[src/rtl/mc_pkg.sv]
// Shared constants and FSM encoding for the MC frame arbiter.
package mc_pkg;
  localparam int FRAME_LEN = 256;
  localparam int CNT_W     = $clog2(FRAME_LEN);

  typedef enum logic [1:0] {IDLE, BURST, GAP} arb_state_t;
endpackage

[src/rtl/mc_tag_fifo.sv]
// In-order tag FIFO: records the owner of each frame issued to MC.
module mc_tag_fifo #(
  parameter int DEPTH = 4,
  parameter int W     = 1
) (
  input  logic         clk,
  input  logic         rst_n,
  input  logic         push,
  input  logic [W-1:0] din,
  input  logic         pop,
  output logic [W-1:0] dout,
  output logic         full,
  output logic         empty
);
  localparam int AW = $clog2(DEPTH);

  logic [W-1:0] mem [DEPTH];
  logic [AW:0]  wr_ptr, rd_ptr;
  logic         do_push, do_pop;

  assign empty   = (wr_ptr == rd_ptr);
  assign full    = (wr_ptr[AW] != rd_ptr[AW]) && (wr_ptr[AW-1:0] == rd_ptr[AW-1:0]);
  assign do_pop  = pop && !empty;
  // a pop in the same cycle frees the slot the push needs
  assign do_push = push && (!full || do_pop);
  assign dout    = mem[rd_ptr[AW-1:0]];

  always_ff @(posedge clk) begin
    if (do_push) mem[wr_ptr[AW-1:0]] <= din;
  end

  always_ff @(posedge clk) begin
    if (!rst_n) begin
      wr_ptr <= '0;
      rd_ptr <= '0;
    end else begin
      if (do_push) wr_ptr <= wr_ptr + 1'b1;
      if (do_pop)  rd_ptr <= rd_ptr + 1'b1;
    end
  end
endmodule

[src/rtl/mc_frame_arbiter.sv]
// Frame-granular round-robin sharing of one MC pipeline; routes returned
// frames back to their requesters in issue order.
module mc_frame_arbiter #(
  parameter int NUM_REQ    = 2,
  parameter int FRAME_LEN  = 256,
  parameter int MAX_OUT    = 4,
  parameter int GAP_CYCLES = 0,
  parameter int ID_W       = $clog2(NUM_REQ)
) (
  input  logic                       clk,
  input  logic                       rst_n,
  input  logic [NUM_REQ-1:0]         req_valid,
  input  logic [16*NUM_REQ-1:0]      req_x_real,
  input  logic [16*NUM_REQ-1:0]      req_delta_real,
  input  logic [16*NUM_REQ-1:0]      req_delta_img,
  output logic [NUM_REQ-1:0]         req_grant,
  output logic                       mc_in_valid,
  output logic [15:0]                mc_x_real,
  output logic [15:0]                mc_delta_real,
  output logic [15:0]                mc_delta_img,
  input  logic                       mc_out_valid,
  input  logic [15:0]                mc_y_real,
  input  logic [15:0]                mc_y_img,
  output logic                       rsp_valid,
  output logic [ID_W-1:0]            rsp_id,
  output logic [15:0]                rsp_y_real,
  output logic [15:0]                rsp_y_img,
  output logic                       rsp_last,
  output logic [$clog2(MAX_OUT):0]   outstanding,
  output logic                       err_orphan,
  output logic                       err_proto
);
  import mc_pkg::*;

  localparam int CW    = $clog2(FRAME_LEN);
  localparam int OUT_W = $clog2(MAX_OUT) + 1;
  localparam int GW    = (GAP_CYCLES > 1) ? $clog2(GAP_CYCLES) : 1;

  logic [NUM_REQ-1:0][15:0] x_arr, dr_arr, di_arr;
  assign x_arr  = req_x_real;
  assign dr_arr = req_delta_real;
  assign di_arr = req_delta_img;

  arb_state_t      state;
  logic [ID_W-1:0] sel, rr_ptr, pick, tag_dout, rsp_tag;
  logic [CW-1:0]   in_cnt, out_cnt;
  logic [GW-1:0]   gap_cnt;
  logic            pick_vld, push, pop, fifo_full, fifo_empty;
  logic            first, drop_q, frame_drop, fwd, fwd_last;

  // lowest requester at or after rr_ptr wins, else lowest overall
  always_comb begin
    pick_vld = |req_valid;
    pick     = '0;
    for (int j = NUM_REQ-1; j >= 0; j--)
      if (req_valid[j]) pick = ID_W'(j);
    for (int j = NUM_REQ-1; j >= 0; j--)
      if (req_valid[j] && j >= int'(rr_ptr)) pick = ID_W'(j);
  end

  // in-flight limit counts frames until their last sample is forwarded
  assign push = (state == IDLE) && pick_vld && !fifo_full &&
                (outstanding != OUT_W'(MAX_OUT));

  assign first      = (out_cnt == '0);
  assign pop        = mc_out_valid && first && !fifo_empty;
  assign frame_drop = first ? fifo_empty : drop_q;
  assign fwd        = mc_out_valid && !frame_drop;
  assign fwd_last   = fwd && (out_cnt == CW'(FRAME_LEN-1));
  assign rsp_tag    = first ? tag_dout : rsp_id;

  mc_tag_fifo #(.DEPTH(MAX_OUT), .W(ID_W)) u_tag_fifo (
    .clk   (clk),
    .rst_n (rst_n),
    .push  (push),
    .din   (pick),
    .pop   (pop),
    .dout  (tag_dout),
    .full  (fifo_full),
    .empty (fifo_empty)
  );

  always_ff @(posedge clk) begin
    if (!rst_n) begin
      state         <= IDLE;
      sel           <= '0;
      rr_ptr        <= '0;
      in_cnt        <= '0;
      gap_cnt       <= '0;
      req_grant     <= '0;
      mc_in_valid   <= 1'b0;
      mc_x_real     <= '0;
      mc_delta_real <= '0;
      mc_delta_img  <= '0;
      err_proto     <= 1'b0;
    end else begin
      mc_in_valid   <= 1'b0;
      mc_x_real     <= '0;
      mc_delta_real <= '0;
      mc_delta_img  <= '0;
      unique case (state)
        IDLE: if (push) begin
          sel       <= pick;
          rr_ptr    <= (int'(pick) == NUM_REQ-1) ? '0 : pick + 1'b1;
          in_cnt    <= '0;
          req_grant <= NUM_REQ'(1) << pick;
          state     <= BURST;
        end
        BURST: begin
          mc_in_valid   <= 1'b1;
          mc_x_real     <= x_arr[sel];
          mc_delta_real <= dr_arr[sel];
          mc_delta_img  <= di_arr[sel];
          if (!req_valid[sel]) err_proto <= 1'b1;
          in_cnt <= in_cnt + 1'b1;
          if (in_cnt == CW'(FRAME_LEN-1)) begin
            req_grant <= '0;
            gap_cnt   <= '0;
            state     <= (GAP_CYCLES > 0) ? GAP : IDLE;
          end
        end
        GAP: begin
          gap_cnt <= gap_cnt + 1'b1;
          if (gap_cnt == GW'(GAP_CYCLES-1)) state <= IDLE;
        end
        default: state <= IDLE;
      endcase
    end
  end

  always_ff @(posedge clk) begin
    if (!rst_n) begin
      out_cnt     <= '0;
      drop_q      <= 1'b0;
      rsp_valid   <= 1'b0;
      rsp_id      <= '0;
      rsp_y_real  <= '0;
      rsp_y_img   <= '0;
      rsp_last    <= 1'b0;
      err_orphan  <= 1'b0;
      outstanding <= '0;
    end else begin
      rsp_valid  <= fwd;
      rsp_last   <= fwd_last;
      rsp_y_real <= fwd ? mc_y_real : '0;
      rsp_y_img  <= fwd ? mc_y_img  : '0;
      if (fwd) rsp_id <= rsp_tag;
      if (mc_out_valid) begin
        out_cnt <= (out_cnt == CW'(FRAME_LEN-1)) ? '0 : out_cnt + 1'b1;
        // an untagged frame is swallowed whole
        if (first) begin
          drop_q <= fifo_empty;
          if (fifo_empty) err_orphan <= 1'b1;
        end
      end
      case ({push, fwd_last})
        2'b10:   outstanding <= outstanding + 1'b1;
        2'b01:   outstanding <= outstanding - 1'b1;
        default: ;
      endcase
    end
  end
endmodule

[config.mk]
export PLATFORM = sky130hd
export DESIGN_NAME = mc_frame_arbiter
export DESIGN_NICKNAME = d
export VERILOG_FILES = /design/src/rtl/mc_pkg.sv /design/src/rtl/mc_tag_fifo.sv /design/src/rtl/mc_frame_arbiter.sv
export SDC_FILE = /design/constraint.sdc
export NUM_CORES = 1
export LEC_CHECK = 0
export CELL_PAD_IN_SITES_DETAIL_PLACEMENT = 0
export CELL_PAD_IN_SITES_GLOBAL_PLACEMENT = 1
export CORE_MARGIN = 2
export CORE_UTILIZATION = 26
export DETAILED_ROUTE_END_ITERATION = 6
export HOLD_SLACK_MARGIN = 0.03
export PLACE_DENSITY_LB_ADDON = 0.1
export SYNTH_ARGS = -nofsm -noshare
export SYNTH_HDL_FRONTEND = slang
export SYNTH_SLANG_ARGS = --single-unit
export TNS_END_PERCENT = 100
[constraint.sdc]
create_clock -name clk -period 2.9 [get_ports clk]
set_input_delay 0.725 -clock clk [delete_from_list [all_inputs] [get_ports clk]]
set_output_delay 0.725 -clock clk [all_outputs]
set_load 0.05 [all_outputs]
# Yosys cells after proc, flatten, opt, wreduce, memory -nomap -nowiden
# Memories as Yosys holds them, arrays and structs flattened. A register that Yosys moved wholly into a read port is not among the register bits.
# Index checks and enable logic that the tools add are counted.
[word_totals]
regBits = 118
output_inout_bits = 91
input_bits = 133
ram_bits = 4
word_cells = 106
n_memories = 1
[memory_table]
columns = ["name", "words", "word_bits", "read_ports", "rd_clocked_by_memory_dff", "wr", "line_no", "source"]
rows = [
  ["u_tag_fifo.mem", 4, 1, 1, 1, 1, "mc_tag_fifo.sv:17", "logic [W-1:0] mem [DEPTH];"],
]
[classes]
n_mux = 27
magnitude_cmp = 2
reduce_logical = 32
n_addsub = 8
n_shift = 1
bitwise_logic = 1
eq_ne = 13
[ops]
columns = ["operator", "count"]
rows = [
  ["two-way mux 16 bit", 6],
  ["adder 8 x 1 -> 8 bit (second input constant)", 2],
  ["== test 8 bit (second input constant)", 2],
  ["two-way mux 8 bit", 2],
  ["one-hot mux 8 bit (2 select lines)", 1],
  ["AND reduction 2 bit", 7],
  ["logical AND 1 bit", 11],
  ["two-way mux 1 bit", 10],
  ["adder 3 x 1 -> 3 bit (second input constant)", 3],
  ["AND reduction 3 bit", 3],
  ["logical NOT 8 bit", 1],
  ["two-way mux 2 bit", 4],
  ["!= test 2 bit (second input constant)", 3],
  ["one-hot mux 2 bit (3 select lines)", 1],
  ["one-hot mux 3 bit (2 select lines)", 1],
  ["nonzero test 2 bit", 3],
  ["== test 2 x 1 -> 1 bit (second input constant)", 2],
  ["== test 2 bit (second input constant)", 2],
  ["logical NOT 1 bit", 4],
  ["one-hot mux 2 bit (2 select lines)", 1],
  ["== test 3 bit", 1],
  ["!= test 3 bit (second input constant)", 1],
  ["subtractor 3 x 1 -> 3 bit (second input constant)", 1],
  ["adder 1 bit (second input constant)", 2],
  ["other kinds (10)", 10],
]

# Logic depth before layout (Yosys ltp)
# Gate-level depths: netlist (run 1).
[logic_depth]
ltp_word = 8
ltp_mapped = 13
mapped_depth_nobuf = 12

# By module
# Synthesis (run 1) repeated with hierarchy kept, for this count alone.
[hier_totals]
cells_unflattened = 444
hier_area_um2 = 4708.3
[by_module_without_submodules]
columns = ["module", "instances", "cells_each", "area_each_um2", "seq_area_each_um2"]
rows = [
  ["mc_frame_arbiter", 1, 385, 4051.4, 2222.1],
  ["mc_tag_fifo", 1, 59, 656.9, 280.3],
]

# Least setup slack after synthesis (run 1)
# No wires, ideal clock.
[synth_timing]
path_kind = "register to register"
from = "register out_cnt[0]"
to = "register outstanding[2]"
path_buffers = 1
setup_time_ns = 0.076
setup_slack_ns = 0.037
arrival_time_ns = 2.787
period_less_slack_ns = 2.863
required_time_ns = 2.824
path_stages_with_launch = 14
cell_sequence = "dfxtp_1 > inv_1 > ha_1 > or4b_4 > o21ai_1 > o311a_4 > buf_6 > and2_1 > ha_1 > inv_1 > fa_1 > xor2_1 > or3_1 > a21boi_0"
[synth_between]
elab_chain_len = 7
word_cells_on_any_way = 10
classes_between = "3 x eq/ne; 2 x mux; 5 x reduce/logical"
[synth_rtl]
columns = ["element", "line_no", "source"]
rows = [
  ["from (decl)", "mc_frame_arbiter.sv:46", "logic [CW-1:0] in_cnt, out_cnt;"],
  ["from (signal assigned)", "mc_frame_arbiter.sv:149", "out_cnt <= (out_cnt == CW'(FRAME_LEN-1)) ? '0 : out_cnt + 1'b1;"],
  ["logical NOT 8 bit", "mc_frame_arbiter.sv:65", "assign first = (out_cnt == '0);"],
  ["two-way mux 1 bit", "--", ""],
  ["logical NOT 1 bit", "mc_frame_arbiter.sv:68", "assign fwd = mc_out_valid && !frame_drop;"],
  ["logical AND 1 bit", "mc_frame_arbiter.sv:68", ""],
  ["logical AND 1 bit *", "mc_frame_arbiter.sv:69", "assign fwd_last = fwd && (out_cnt == CW'(FRAME_LEN-1));"],
  ["via fwd_last", "mc_frame_arbiter.sv:49", "logic first, drop_q, frame_drop, fwd, fwd_last;"],
  ["== test 2 x 1 -> 1 bit / == test 2 bit (equally long branches)", "mc_frame_arbiter.sv:156", "case ({push, fwd_last})"],
  ["one-hot mux 3 bit (2 select lines) / nonzero test 2 bit (equally long branches)", "--", ""],
  ["to (signal assigned)", "mc_frame_arbiter.sv:157", "2'b10: outstanding <= outstanding + 1'b1;"],
  ["to (signal assigned)", "mc_frame_arbiter.sv:158", "2'b01: outstanding <= outstanding - 1'b1;"],
  ["to (decl)", "mc_frame_arbiter.sv:29", "output logic [$clog2(MAX_OUT):0] outstanding,"],
]
# The timed path passes the listed nets; every way through them passes the cells marked *.
# A chain may end at the register's enable or synchronous reset.

# Worst setup path in the final report (run 1)
# Same ends and word-level chain as after synthesis.

==> impl_metrics.json, run 1 <==
{
  "setup_viol": 0,
  "clkLatencyLatePin_ps": 410,
  "fp.dieH_um": 136,
  "crit_type": "register to register",
  "register_area_um2": 2460,
  "post-route-period-util": 0.948,
  "clock_sinks": 121,
  "syn-num-nets": 577,
  "n_fill_cell": 1705,
  "track_usage": 0.145,
  "cts_tree": "yes",
  "fmax_mhz": 364,
  "io_buffers": 223,
  "multiInputGateArea_um2": 1900,
  "fp.coreArea_um2": 17200,
  "hold_path.class": "register to register",
  "dp_cells": 865,
  "synthDistinctLibCells": 43,
  "antenna_cells": 0,
  "fin_area_um2": 7610,
  "syn_to_final_growth_pct": 68.3,
  "post_dp_cell_area_um2": 7000,
  "die_x_um": 136,
  "period_needed_ps": 2750,
  "drt_iter0_drc": 120,
  "cap_violations": 0,
  "placementRows": 48,
  "synth-edff-count": 4,
  "cts-buffers-inserted": 17,
  "setup_tns_ps": 0,
  "drive_above_1_share": 0.0848,
  "critical_path.max_fanout": 3,
  "async_flop_share": 0,
  "ys.flop_type": "dfxtp_1",
  "finalHoldViolCount": 0,
  "dp_hpwl_mm": 10.1,
  "post-route-drc-count": 0,
  "worst_pin_slew_ps": 683,
  "slew_headroom": 0.545,
  "die_area_um2": 18500,
  "gp_congestion": 0.735,
  "p_leak_nw": 2.99,
  "overflow": 0,
  "fin_cells": 897,
  "crit_path_start_kind": "register",
  "grt_pass1_vias": 3627,
  "vias_per_cell": 4.23,
  "arrival_ps": 3090,
  "rsz0062_at_grt": "no",
  "yosysSeqAreaShare": 0.544,
  "required_ps": 3240,
  "rr_startpoint": "out_cnt[0]",
  "postCtsHoldBufs": 0,
  "cts.clk_slew.worst_paths_ps": 50,
  "nets": 802,
  "layout.cells.most_common_list": "222 x clkdlybuf4s50_1, 116 x dfxtp_1, 59 x mux2i_1",
  "drt-total-wl_mm": 13.4,
  "hp-start": "rsp_id",
  "ys_ff_latch": 121,
  "cts_max_path_buffers": 2,
  "antenna_found_initial": 0,
  "netlist_instances": 434,
  "power_density_nw_per_um2": 651,
  "start_util": 0.263,
  "vias": 3797,
  "h-tree-depth": 4,
  "grt_max_degree": 80,
  "status": "finished clean",
  "fin_worst_skew_ps": 6.93,
  "antenna_left": 0,
  "hold_slack_ps": 460,
  "final_common_cell": "clkdlybuf4s50_1",
  "critPathCaptureType": "register",
  "synth_area_um2": 4530,
  "grt_pass1_wl_mm": 19.9,
  "cts-root-buf": "clkbuf_16",
  "regToRegSetupSlack_ps": 150,
  "startpoint": "out_cnt[0]",
  "peakVddDrop_v": 0.000400,
  "wl_per_cell_um": 14.9,
  "yosysWarningCount": 0,
  "postCtsSetupBuffers": 0,
  "slew_viol_final": 0,
  "synth_area_per_cell_um2": 10.4,
  "firstDrtPassIters": 4,
  "ios": 224
}
-- synth_stat cells, types with 5 or more instances --
cell type	n	area (µm²)
and3_2	5	37.5
and2_1	12	75.1
clkbuf_1	19	71.3
o22ai_1	5	31.3
dfxtp_1	117	2340
nand3_1	8	40.0
ha_1	9	113
and3_1	30	188
xnor2_1	9	78.8
nor2_1	57	214
nand2b_1	5	31.3
inv_1	11	41.3
o21ai_0	7	35.0
nand2_1	26	97.6
nand3b_1	5	37.5
mux2i_1	59	591
-- repair_timing --
| action | 4_1_cts | 5_1_grt |
|---|---|---|
| resized for setup | 3 | 3 |
| gates cloned | 0 | 0 |
| setup endpoints to repair | 1 | 1 |
| pin swaps | 0 | 2 |
-- cell type report --
cell class	count	area share
Inverter	11	0.00542
Multi-Input combinational cell	274	0.249
Clock inverter	8	0.0151
Clock buffer	24	0.0647
Sequential cell	121	0.324
Timing Repair Buffer	234	0.305
Tap cell	225	0.0370
-- kinds of logic (layout without fill, tap and decap cells) --
group / count (synthesis) / after routing / share of synthesized area
buffers and inverters: 39 / 277 / 0.0384
multiplexers: 60 / 60 / 0.135
XOR/XNOR: 13 / 13 / 0.0252
adder cells (fa/ha/maj): 10 / 10 / 0.0293
AND/OR/NAND/NOR: 167 / 167 / 0.190
AO/OA/AOI/OAI: 24 / 24 / 0.0370
flip-flops: 121 / 121 / 0.544
-- critical path, cell delays in order, from the launching register on --
cell      delay (ps)
dfxtp_1          330
inv_2             70
ha_1             130
or4b_4           490
o21ai_2          140
o311a_4          200
and2_4           150
ha_2             180
inv_1             50
fa_1             370
xor2_1           160
or3_1            310
a21boi_1         120
-- sequential cells by signal, summed over array words and instances (netlist names), 2 cells and up --
signal and cells:
mc_x_real 16, rsp_y_real 16, outstanding 3, mc_delta_real 16, rsp_y_img 16, req_grant 2, out_cnt 8, u_tag_fifo.wr_ptr 3
u_tag_fifo.rd_ptr 3, mc_delta_img 16, u_tag_fifo.mem 4, in_cnt 8
-- path summary, 6_finish.rpt --
kind	depth (start not counted)	endpoint
min reg2reg	2	rsp_id
max	12	outstanding[2]
min	2	rsp_id
max reg2reg	12	outstanding[2]
-- stage by stage --
stage | setup WS [ps] | total power [W] | util
floorplan | 37.0 | 0.00242 | -
global placement | 24.8 | 0.00282 | 0.407
detailed placement | -40.6 | 0.00283 | 0.407
CTS | 38.9 | 0.00503 | 0.443
global route | 7.70 | 0.00517 | 0.443
finish | 150 | 0.00495 | 0.443
-- power by group --
part | internal, W | switching, W | total, W
clock | 0.00144 | 0.000727 | 0.00217
combinational | 0.000431 | 0.000522 | 0.000953
sequential | 0.00178 | 0.0000571 | 0.00183
-- metal layers --
layer	vias to the layer above	share of wire	global-route usage
met1	1728	0.42	0.168
met4	0	0.026	0.0689
met3	20	0.068	0.0563
met2	135	0.49	0.234
met5	-	0	0
li1	1914	-	-
No activity file was read; power rests on OpenSTA's default activity.
==> run 2: changes to the inputs <==
- SLEW_MARGIN: not set -> 25
==> results of run 2 <==
Final layout, timing and power as in run 1 (identical DEF).
